==> src/rtl/seg_ctrl_pkg.sv <==
// Shared types and constants for the seven-segment score/display path.
package seg_ctrl_pkg;

  typedef enum logic [1:0] {
    IDLE   = 2'd0,
    PLAY   = 2'd1,
    RECORD = 2'd2
  } disp_state_t;

  // Digit pattern that x7segbc renders as the "High" label on digits 7..4.
  localparam logic [15:0] HIGH_LABEL = 16'h1024;

  localparam logic [7:0] MASK_ALL  = 8'hFF;
  localparam logic [7:0] MASK_LOW4 = 8'h0F;
  localparam logic [7:0] MASK_NONE = 8'h00;

  // Four BCD digits, digit 0 least significant.
  function automatic logic [15:0] pack_bcd(input logic [3:0] d3, input logic [3:0] d2,
                                           input logic [3:0] d1, input logic [3:0] d0);
    return {d3, d2, d1, d0};
  endfunction

endpackage

==> src/rtl/tick_gen.sv <==
// Restartable prescaler: one-cycle tick every TICK_DIV clocks after a restart.
module tick_gen #(
  parameter int TICK_DIV = 50_000_000
) (
  input  logic clk,
  input  logic rst_n,
  input  logic restart,
  output logic tick
);

  localparam int CW = (TICK_DIV > 1) ? $clog2(TICK_DIV) : 1;
  localparam logic [CW-1:0] CNT_LAST = CW'(TICK_DIV - 1);

  logic [CW-1:0] cnt;

  // Tick is decoded from the count so the consumer sees it in the same cycle
  // the count sits at its terminal value.
  assign tick = (cnt == CNT_LAST);

  // Count up from 0; restart or terminal count returns to 0.
  always_ff @(posedge clk or negedge rst_n) begin
    if (!rst_n) begin
      cnt <= '0;
    end else if (restart || tick) begin
      cnt <= '0;
    end else begin
      cnt <= cnt + CW'(1);
    end
  end

endmodule

==> src/rtl/score_disp_ctrl.sv <==
// Score/display controller: high score tracking, last-score capture and
// selection of what the 8-digit seven-segment display shows.
//
//   state  | meaning
//   IDLE   | attract loop: phase A = "High"+high score, phase B = last score
//   PLAY   | live score on the low four digits
//   RECORD | new high score, whole display flashing once per tick
import seg_ctrl_pkg::*;

module score_disp_ctrl #(
  parameter int TICK_DIV    = 50_000_000,
  parameter int FLASH_TICKS = 6,
  parameter int ALT_TICKS   = 4
) (
  input  logic        clk,
  input  logic        rst_n,
  input  logic        game_on,
  input  logic        game_over,
  input  logic [3:0]  score0,
  input  logic [3:0]  score1,
  input  logic [3:0]  score2,
  input  logic [3:0]  score3,
  input  logic        clr_high,
  output logic [3:0]  high_score0,
  output logic [3:0]  high_score1,
  output logic [3:0]  high_score2,
  output logic [3:0]  high_score3,
  output logic [31:0] disp_word,
  output logic [7:0]  disp_mask,
  output logic        new_record
);

  localparam int TMAX = (FLASH_TICKS > ALT_TICKS) ? FLASH_TICKS : ALT_TICKS;
  localparam int TCW  = (TMAX > 1) ? $clog2(TMAX + 1) : 1;
  localparam logic [TCW-1:0] FLASH_LAST = TCW'(FLASH_TICKS - 1);
  localparam logic [TCW-1:0] ALT_LAST   = TCW'(ALT_TICKS - 1);

  disp_state_t    state, state_d;
  logic           phase_b, phase_b_d;
  logic [TCW-1:0] tick_cnt, tick_cnt_d;
  logic [15:0]    high, high_d;
  logic [15:0]    last, last_d;
  logic [31:0]    word_d;
  logic [7:0]     mask_d;
  logic           restart;
  logic           tick;
  logic [15:0]    score;

  assign score = pack_bcd(score3, score2, score1, score0);

  assign high_score0 = high[3:0];
  assign high_score1 = high[7:4];
  assign high_score2 = high[11:8];
  assign high_score3 = high[15:12];

  tick_gen #(
    .TICK_DIV (TICK_DIV)
  ) u_tick_gen (
    .clk     (clk),
    .rst_n   (rst_n),
    .restart (restart),
    .tick    (tick)
  );

  // Next state, score registers, tick bookkeeping and next display contents.
  always_comb begin
    state_d    = state;
    phase_b_d  = phase_b;
    tick_cnt_d = tick_cnt;
    // A clear in the same cycle as game over makes the compare see 0000.
    high_d     = clr_high ? 16'h0000 : high;
    last_d     = last;
    restart    = 1'b0;
    word_d     = disp_word;
    mask_d     = disp_mask;

    case (state)
      IDLE: begin
        if (game_on) begin
          state_d = PLAY;
        end else if (tick) begin
          if (tick_cnt == ALT_LAST) begin
            phase_b_d  = ~phase_b;
            tick_cnt_d = '0;
            restart    = 1'b1;
          end else begin
            tick_cnt_d = tick_cnt + TCW'(1);
          end
        end
      end
      PLAY: begin
        if (game_over) begin
          last_d = score;
          // Digits are all <= 9, so a plain binary compare orders BCD correctly.
          if (score > high_d) begin
            high_d  = score;
            state_d = RECORD;
          end else begin
            state_d = IDLE;
          end
        end else if (!game_on) begin
          state_d = IDLE;
        end
      end
      RECORD: begin
        if (game_on) begin
          state_d = PLAY;
        end else if (tick) begin
          if (tick_cnt == FLASH_LAST) begin
            state_d = IDLE;
          end else begin
            tick_cnt_d = tick_cnt + TCW'(1);
          end
        end
      end
      default: begin
        state_d = IDLE;
      end
    endcase

    // Every state entry starts a fresh tick period and IDLE always opens on phase A.
    if (state_d != state) begin
      restart    = 1'b1;
      tick_cnt_d = '0;
      phase_b_d  = 1'b0;
    end

    case (state_d)
      IDLE: begin
        if (phase_b_d) begin
          word_d = {16'h0000, last_d};
          mask_d = MASK_LOW4;
        end else begin
          word_d = {HIGH_LABEL, high_d};
          mask_d = MASK_ALL;
        end
      end
      PLAY: begin
        word_d = {16'h0000, score};
        mask_d = MASK_LOW4;
      end
      RECORD: begin
        word_d = {HIGH_LABEL, high_d};
        if (state != RECORD) begin
          mask_d = MASK_ALL;
        end else if (tick) begin
          mask_d = (disp_mask == MASK_ALL) ? MASK_NONE : MASK_ALL;
        end else begin
          mask_d = disp_mask;
        end
      end
      default: begin
        word_d = {HIGH_LABEL, 16'h0000};
        mask_d = MASK_ALL;
      end
    endcase
  end

  // State, score and display registers; all outputs come straight from flops.
  always_ff @(posedge clk or negedge rst_n) begin
    if (!rst_n) begin
      state      <= IDLE;
      phase_b    <= 1'b0;
      tick_cnt   <= '0;
      high       <= 16'h0000;
      last       <= 16'h0000;
      disp_word  <= {HIGH_LABEL, 16'h0000};
      disp_mask  <= MASK_ALL;
      new_record <= 1'b0;
    end else begin
      state      <= state_d;
      phase_b    <= phase_b_d;
      tick_cnt   <= tick_cnt_d;
      high       <= high_d;
      last       <= last_d;
      disp_word  <= word_d;
      disp_mask  <= mask_d;
      new_record <= (state_d == RECORD);
    end
  end

endmodule

==> config.mk <==
export PLATFORM = sky130hd
export DESIGN_NAME = score_disp_ctrl
export DESIGN_NICKNAME = d
export VERILOG_FILES = /design/src/rtl/seg_ctrl_pkg.sv /design/src/rtl/tick_gen.sv /design/src/rtl/score_disp_ctrl.sv
export SDC_FILE = /design/constraint.sdc
export NUM_CORES = 1
export LEC_CHECK = 0
export BUFFER_PORTS_ARGS = -buffer_cell sky130_fd_sc_hd__buf_2
export CAP_MARGIN = 10
export CORE_MARGIN = 2
export CORE_UTILIZATION = 55
export DETAILED_ROUTE_END_ITERATION = 6
export GPL_TIMING_DRIVEN = 1
export PLACE_DENSITY = 0.87
export SKIP_CTS_REPAIR_TIMING = 1
export SLEW_MARGIN = 25
export SYNTH_ARGS = -nofsm -noshare
export SYNTH_HDL_FRONTEND = slang
export SYNTH_SLANG_ARGS = --single-unit
==> constraint.sdc <==
create_clock -name clk -period 6.1 [get_ports clk]
set_input_delay 1.22 -clock clk [delete_from_list [all_inputs] [get_ports clk]]
set_output_delay 1.22 -clock clk [all_outputs]
set_load 0.05 [all_outputs]
==> impl_metrics.tcl <==
set metrics [dict create \
    status "complete, no violations" \
    start_util 0.5696 \
    cts_tree "yes" \
    dr.pass1.iters 5 \
    final.period_utilization 0.6451 \
    clock_latency_ns 0.36 \
    grt_pass1_vias 3110 \
    synthArstFlopShare 1.000 \
    io_buffers 64 \
    cts.htree.levels 3 \
    end_kind "register" \
    remaining_drc_errors 0 \
    critPathMaxFanout 29 \
    gr-usage-all-layers 0.2193 \
    crit_type "in -> reg" \
    cts_inserted_buffers 9 \
    synth_area_mm2 0.004402 \
    grt_pass1_wl_um 15030 \
    cap_viol_max_count 0 \
    num_vias 3349 \
    clock_skew_ns 0.01743 \
    power.leakage_nw 2.244 \
    required_ns 6.34 \
    synth_flop_cell "dfrtp_1" \
    tightest_slew_ns 0.9781 \
    setup_tns_ns 0 \
    clk_path_buf_depth 2 \
    diodes 0 \
    power.share.sequential 0.477 \
    ioPinCount 78 \
    ys_ff_latch 84 \
    routed_wl_um 9271 \
    drive_gt1_frac 0.2500 \
    ys_warn_count 0 \
    synth_cell_types 55 \
    coreArea_mm2 0.007727 \
    rsz0062_at_grt "no" \
    rows 32 \
    syn_to_final_growth_pct 10.92 \
    powerDensity_mw_per_mm2 268.4 \
    netlist.area_leader.share 0.4605 \
    yosys.area.top_type "dfrtp_1" \
    ant_nets 0 \
    cp-start-kind "input pin" \
    dieArea_mm2 0.008735 \
    dieWidth_um 93.46 \
    hp-class "reg -> reg" \
    ys_seq_area_frac 0.4784 \
    fmax_mhz 254.1 \
    die_height_um 93.46 \
    post-dp-hpwl_um 6116 \
    whs_ns 0.4871 \
    ir_worst_vdd_uv 118.1 \
    synth_cells 422 \
    switching_share 0.3204 \
    finalMaxSlewViolations 0 \
    clk_pin_slew_ns 0.08 \
    synth_area_leaders "dfrtp_1, ha_1, o21ai_0" \
    combPwrFrac 0.213 \
    syn_area_per_cell_um2 10.43 \
    synth_most_common_cell "dfrtp_1" \
    synth_edf_count 0 \
    switchingPower_mw 0.4199 \
    overflow 0 \
    p_int_mw 0.8905 \
    hold_viol 0 \
    drt_iter0_markers 212 \
    synthTopCellsByCount "dfrtp_1, o21ai_0, nor2_1" \
    nets 515 \
    max_slew_margin 0.3441 \
    finalSetupViolations 0 \
    period_needed_ns 3.935 \
    gp_congestion 0.8443 \
    routedWlPerCell_um 15.93 \
    cts_root_buf "clkbuf_8" \
    vias_per_cell 5.754 \
    antenna_found_initial 0 \
    power_frac_clock 0.309 \
    grt_max_degree 85 \
    arrival_ns 4.17 \
    cts_num_sinks 84 \
]
[worst paths after layout]
path                       cells past startpoint  slack [ns]              start                  to
setup reg to reg                               9        2.96           high[15]        disp_word[2]
min in group asynchronous                      1        0.90              rst_n  u_tick_gen.cnt[13]
hold reg to reg                                1        0.49  u_tick_gen.cnt[0]   u_tick_gen.cnt[0]
hold / removal                                 1        0.49  u_tick_gen.cnt[0]   u_tick_gen.cnt[0]
setup / recovery                              10        2.16           clr_high        disp_word[2]
max in group asynchronous                      1        4.72              rst_n             high[8]
[layer usage]
| metal | part of all wire | vias up | GRT usage |
|---|---|---|---|
| met4 | 0.013 | 0 | 0.09436 |
| met1 | 0.45 | 1609 | 0.3121 |
| met5 | 0 | - | 0 |
| met3 | 0.072 | 12 | 0.04754 |
| li1 | - | 1586 | - |
| met2 | 0.47 | 142 | 0.3237 |
[flip-flops by register name (all words and copies together), names as in the netlist]
| register | cells |
|---|---|
| disp_word | 17 |
| new_record | 1 |
| last | 16 |
| disp_mask | 2 |
| phase_b | 1 |
| u_tick_gen.cnt | 26 |
| state | 2 |
| high | 16 |
| tick_cnt | 3 |
[cell families (layout without fill, tap and decap cells)]
group,count (synthesis),count (layout),synth area share
other,1,13,0.0008519
AOI/OAI and AO/OA,80,80,0.1279
DFF,84,84,0.4784
buffers and inverters,44,90,0.06140
adders and majority gates,19,19,0.05401
muxes,16,16,0.04036
and+or+nand+nor,155,155,0.1913
xor gates and xnor gates,23,23,0.04577
[power groups by stage]
stage | Clock [mW] | Sequential [mW] | Combinational [mW]
floorplan | 0 | 0.705 | 0.146
global placement | 0 | 0.634 | 0.273
detailed placement | 0 | 0.636 | 0.278
CTS | 0.410 | 0.625 | 0.280
global route | 0.437 | 0.630 | 0.302
finish | 0.405 | 0.626 | 0.279
[metrics by stage]
step	util	cell area [µm²]	std cells	worst slack [ns]	power (mW)
finish	0.6318	4882	582	2.165	1.310
global route	0.6318	4882	582	1.941	1.369
CTS	0.6313	4878	582	2.212	1.315
detailed placement	0.6051	4676	566	1.884	0.9141
global placement	0.6051	4676	566	1.993	0.9073
floorplan	-	4447	434	2.718	0.8513
[critical path, cell delays in order]
cell	delay (ns)
buf_2	0.19
nand2b_1	0.22
ha_1	0.35
nand4_2	0.14
nor4_2	0.33
a21boi_1	0.26
o31a_1	0.76
buf_4	0.34
nor4b_1	0.08
a221o_1	0.26
[cell usage in the layout, fill, tap and decap left out, types with 12 or more instances in the layout]
cell type	n
o21ai_0	37
dfrtp_1	81
nor2_1	36
nand4_1	22
nand2_1	35
ha_1	19
a21oi_1	12
nand3_1	13
xor2_1	14
nand2b_1	16
mux2_2	14
conb_1	13
buf_2	63
[layout make-up]
class | instances | area, µm²
Inverter | 7 | 26.28
Tap cell | 102 | 127.6
Fill cell | 617 | 2845
Multi-Input combinational cell | 306 | 2071
Timing Repair Buffer | 67 | 349.1
Sequential cell | 84 | 2106
Clock buffer | 12 | 155.1
Clock inverter | 4 | 47.55
Power figures use the tool's default switching activity.
